[src/rtl/stopwatch_pkg.sv]
// ============================================================================
// stopwatch_pkg : shared constants for the stopwatch timekeeping core
// Rev 1.0
// ============================================================================
`default_nettype none

package stopwatch_pkg;
  localparam int BCD_W         = 4;
  localparam int DIGIT_MAX_DEC = 9;
  localparam int DIGIT_MAX_SEX = 5;
  localparam int TICK_HZ       = 100;
  localparam int CLK_HZ        = 50_000_000;
  localparam int DIV_DEFAULT   = CLK_HZ / TICK_HZ;
endpackage

`default_nettype wire

[src/rtl/bcd_digit_counter.sv]
// ============================================================================
// bcd_digit_counter : one BCD digit, wraps MAX->0, combinational carry-out
// Rev 1.0
// ============================================================================
`default_nettype none

module bcd_digit_counter
  import stopwatch_pkg::*;
#(
  parameter int MAX = DIGIT_MAX_DEC
) (
  input  logic             clk,
  input  logic             rst_n,
  input  logic             clr,
  input  logic             inc,
  output logic [BCD_W-1:0] q,
  output logic             carry
);

  localparam logic [BCD_W-1:0] MAX_Q = BCD_W'(MAX);

  // Carry is combinational so every digit of the chain advances on the same edge.
  assign carry = inc && (q == MAX_Q);

  always_ff @(posedge clk or negedge rst_n) begin
    if (!rst_n) begin
      q <= '0;
    end else if (clr) begin
      q <= '0;
    end else if (inc) begin
      q <= (q == MAX_Q) ? '0 : q + BCD_W'(1);
    end
  end

endmodule

`default_nettype wire

[src/rtl/stopwatch_counter.sv]
// ============================================================================
// stopwatch_counter : 100 Hz prescaler plus six-digit BCD MM:SS.CC count
// Rev 1.0
// ============================================================================
`default_nettype none

module stopwatch_counter
  import stopwatch_pkg::*;
#(
  parameter int DIV = DIV_DEFAULT
) (
  input  logic             clk,
  input  logic             rst_n,
  input  logic             enable,
  input  logic             clear,
  output logic [BCD_W-1:0] cs_u,
  output logic [BCD_W-1:0] cs_t,
  output logic [BCD_W-1:0] s_u,
  output logic [BCD_W-1:0] s_t,
  output logic [BCD_W-1:0] m_u,
  output logic [BCD_W-1:0] m_t,
  output logic             tick,
  output logic             wrapped
);

  localparam int                PRESC_W    = (DIV > 1) ? $clog2(DIV) : 1;
  localparam logic [PRESC_W-1:0] PRESC_LAST = PRESC_W'(DIV - 1);

  if (DIV < 2) begin : g_div_check
    $error("stopwatch_counter: DIV must be at least 2");
  end

  logic [PRESC_W-1:0] presc;
  logic               inc_edge;
  logic               cy_cs_u, cy_cs_t, cy_s_u, cy_s_t, cy_m_u, cy_m_t;

  // Clear has priority: an increment edge that coincides with clear is dropped.
  assign inc_edge = enable && !clear && (presc == PRESC_LAST);

  always_ff @(posedge clk or negedge rst_n) begin
    if (!rst_n) begin
      presc   <= '0;
      tick    <= 1'b0;
      wrapped <= 1'b0;
    end else begin
      tick <= inc_edge;
      if (clear) begin
        presc   <= '0;
        wrapped <= 1'b0;
      end else begin
        if (enable) begin
          presc <= inc_edge ? '0 : presc + PRESC_W'(1);
        end
        if (cy_m_t) begin
          wrapped <= 1'b1;
        end
      end
    end
  end

  bcd_digit_counter #(.MAX(DIGIT_MAX_DEC)) u_cs_u (
    .clk(clk), .rst_n(rst_n), .clr(clear), .inc(inc_edge), .q(cs_u), .carry(cy_cs_u)
  );
  bcd_digit_counter #(.MAX(DIGIT_MAX_DEC)) u_cs_t (
    .clk(clk), .rst_n(rst_n), .clr(clear), .inc(cy_cs_u), .q(cs_t), .carry(cy_cs_t)
  );
  bcd_digit_counter #(.MAX(DIGIT_MAX_DEC)) u_s_u (
    .clk(clk), .rst_n(rst_n), .clr(clear), .inc(cy_cs_t), .q(s_u), .carry(cy_s_u)
  );
  bcd_digit_counter #(.MAX(DIGIT_MAX_SEX)) u_s_t (
    .clk(clk), .rst_n(rst_n), .clr(clear), .inc(cy_s_u), .q(s_t), .carry(cy_s_t)
  );
  bcd_digit_counter #(.MAX(DIGIT_MAX_DEC)) u_m_u (
    .clk(clk), .rst_n(rst_n), .clr(clear), .inc(cy_s_t), .q(m_u), .carry(cy_m_u)
  );
  bcd_digit_counter #(.MAX(DIGIT_MAX_SEX)) u_m_t (
    .clk(clk), .rst_n(rst_n), .clr(clear), .inc(cy_m_u), .q(m_t), .carry(cy_m_t)
  );

endmodule

`default_nettype wire

[config.mk]
export PLATFORM = sky130hd
export DESIGN_NAME = stopwatch_counter
export DESIGN_NICKNAME = d
export VERILOG_FILES = /design/src/rtl/stopwatch_pkg.sv /design/src/rtl/bcd_digit_counter.sv /design/src/rtl/stopwatch_counter.sv
export SDC_FILE = /design/constraint.sdc
export NUM_CORES = 1
export LEC_CHECK = 0
export CORE_UTILIZATION = 63
export CTS_BUF_LIST = sky130_fd_sc_hd__clkbuf_8
export DETAILED_ROUTE_END_ITERATION = 16
export HOLD_SLACK_MARGIN = 0.06
export PLACE_DENSITY_LB_ADDON = 0.12
export SLEW_MARGIN = 15
export SYNTH_ARGS = -nofsm -noshare
export SYNTH_HDL_FRONTEND = slang
export SYNTH_SLANG_ARGS = --single-unit
[constraint.sdc]
create_clock -name clk -period 3.42 [get_ports clk]
set_clock_uncertainty 0.1 [all_clocks]
set_input_delay 0.513 -clock clk [delete_from_list [all_inputs] [get_ports clk]]
set_output_delay 0.513 -clock clk [all_outputs]
set_load 0.02 [all_outputs]
==> results by group <==
Outcome
  • Status: finished, final reports clean

Job
  • Max-Cap Viols: 0

Worst setup path
  • Worst path required time: 3.55 ns
  • Top Family by Delay on Critical Path: simple AND/OR/NAND/NOR gates
  • CP Max Fanout: 14
  • Critical path class: register to register
  • Reg2reg end: u_s_t.q[1]
  • Nature of the critical path endpoint: register
  • CP startpoint kind: register
  • FF-to-FF Start: presc[0]
  • Worst Path Buf+Inv: 0
  • Crit path DAT: between 2 and 3 ns
  • Slack of the worst reg-to-reg path: ~0.9 ns
  • Slowest cell on crit path: or4_1
  • Crit-path cells: ha_1, and4_1, nand4_1, or4_1, a21oi_1
  • Reg2reg path depth: 5
  • Crit path largest cell delay: between 0.6 and 0.7 ns

Die
  • Starting Density: 0.6713
  • Die ar.: 4654 µm²
  • Die Wd: 68.22 µm
  • Core area: slightly above 4000 µm²
  • Die Height: slightly below 70 µm
  • Top Ports: 30
  • Row cnt: 23

Synth
  • Synth Flop Type: dfrtp_1
  • Ys Warns: 0
  • Number of synthesized register bits: 45
  • Synth cell types: between 50 and 60
  • Top-area cell type share of the netlist area: 0.4076
  • Post-synth top cells: 45 x dfrtp_1, 24 x nor2_1, 18 x nand3_1, 17 x inv_1, 16 x nand2_1
  • Synth area leader: dfrtp_1
  • Syn Nets: roughly 310
  • Ys async rst share: 1.000
  • Sequential fraction of the synthesis area: 0.4076
  • Cell count after synthesis: ~300
  • Post-synth EDFFs: 0
  • Most common cell in the netlist: dfrtp_1
  • Cell area after synthesis: between 2000 and 3000 µm²
  • Synth top area cells: dfrtp_1 41%, ha_1 5.9%, nand3_1 3.3%
  • Syn Area/Cell: roughly 9.4 µm²

CTS
  • Hold_buf cts: 0
  • CTS clk-pin slew, worst paths: 0.08 ns
  • Setup bufs post-CTS: 0
  • Clock tree buffer depth: 2
  • CTS tree: done
  • CTS buffer count: 5
  • Root Driver: clkbuf_8
  • PostCTS Resize Cnt: 0
  • CTS sink count: 45
  • Skew-Pair Late Insertion Delay: around 0.3 ns
  • H-tree Lvls: 2

Route
  • WL/cell: approximately 16 µm
  • Vias/cell: 6.553
  • Drt pass-1 iters: 4
  • Routed vias: approximately 2.4k
  • Initial drt markers: 188
  • Final WL: 6077 µm
  • # DRC: 0
  • Final ANT Viol Nets: 0

STA
  • F_max: 0.3964 GHz
  • Min cycle time layout: 2.523 ns
  • Slew Limit Fails: 0
  • Final TNS setup: 0 ns
  • Fin. Hold Viols: 0
  • RSZ-0062 raised after global routing: no
  • Setup violations, final: 0
  • Worst rel slew slack: 0.3334
  • Final period util: 0.7377
  • WHS: ~0.27 ns
  • Worst-Margin Slew: between 0.9 and 1 ns

Global routing
  • Vias in the first global route: 2227
  • First-pass GRT wire length: roughly 9900 µm
  • Initial antenna violation count: 0
  • Largest net degree at the start of global routing: 46
  • Total gr overflow: 0
  • Gr usage total: 0.2891

Pwr
  • Static leakage: 1.262 nW
  • VDD IR max: approximately 0.27 mV
  • Final Power: approximately 0.92 mW
  • Power density over the cells: 291.0 nW/µm²

Layout
  • Antenna diodes: 0
  • Share of cells above drive strength 1: 0.07524
  • Layout Nets: roughly 340
  • Syn-to-layout area delta: 13.99%

Placed design
  • GPL Wtd Cong: ~0.84
  • Hpwl dp: 4082 µm
  • Port Buf Inserts: 29

Hold path
  • Min-Delay Path Class: input port to async pin
==> flip-flops by register name, summed over array words and instances, names as in the netlist <==
| register | count |
|---|---|
| u_cs_u.q | 4 |
| u_s_u.q | 4 |
| tick | 1 |
| wrapped | 1 |
| u_s_t.q | 4 |
| presc | 19 |
| u_m_t.q | 4 |
| u_m_u.q | 4 |
| u_cs_t.q | 4 |
==> stage by stage <==
stage / util / setup slack, ns / area [µm²] / cells
floorplan: - / 1.371 / 2763 / 295
global placement: 0.7443 / 0.8120 / 3063 / 362
detailed placement: 0.7443 / 0.7189 / 3063 / 362
CTS: 0.7653 / 0.9308 / 3149 / 369
global route: 0.7653 / 0.7180 / 3149 / 369
finish: 0.7653 / 0.8972 / 3149 / 369
==> power breakdown <==
group	internal, mW	leakage (nW)	switching [mW]
logic	0.0112	0.586	0.0307
registers	0.535	0.627	0.00433
clock network	0.158	0.0485	0.177
==> cells by family after synthesis <==
kind of cell               count (synthesis)  share of synthesized area
and+or+nand+nor                          119                     0.2577
AOI/OAI and AO/OA                         72                     0.1834
DFF                                       45                     0.4076
adders and majority gates                 13                    0.05888
xor gates and xnor gates                   9                    0.02853
buffers and inverters                     34                    0.05253
muxes                                      3                    0.01132
==> worst max path at each step <==
| stage | to | cells past startpoint | slack (ns) | from |
|---|---|---|---|---|
| 5_1_grt | u_s_t.q[1] | 5 | 0.72 | presc[0] |
| 3_5_place_dp | u_cs_t.q[3] | 5 | 0.72 | enable |
| 3_3_place_gp | u_cs_t.q[3] | 5 | 0.81 | enable |
| 4_1_cts | u_s_t.q[1] | 5 | 0.93 | presc[0] |
| 6_report | u_s_t.q[1] | 5 | 0.90 | presc[0] |
| 2_1_floorplan | u_m_u.q[2] | 7 | 1.37 | u_cs_t.q[0] |
==> per-layer routing <==
metal,vias up,GRT usage,part of all wire
li1,1162,-,-
met1,1185,0.3542,0.45
met2,65,0.5000,0.50
met3,6,0.06000,0.047
met4,0,0.09896,0.011
met5,-,0,0
==> cell usage in the layout, fill, tap and decap left out, types with 8 or more instances in the layout <==
master | Yosys | routed
nand3_1 | 18 | 18
a21oi_1 | 14 | 14
dfrtp_1 | 45 | 45
o21ai_0 | 13 | 13
o311ai_0 | 9 | 9
ha_1 | 13 | 13
nand2_1 | 16 | 16
or4_1 | 8 | 8
clkdlybuf4s50_1 | 0 | 28
nor2_1 | 24 | 24
inv_1 | 17 | 18
==> layout make-up <==
type / instances / area [µm²]
fill: 302 / 965.9
sequential: 45 / 1126
tap: 50 / 62.56
timing repair buffer: 33 / 315.3
multi-input combinational: 216 / 1491
clock buffer: 6 / 82.58
clock inverter: 1 / 3.754
inverter: 18 / 67.56
Power figures use the tool's default switching activity.
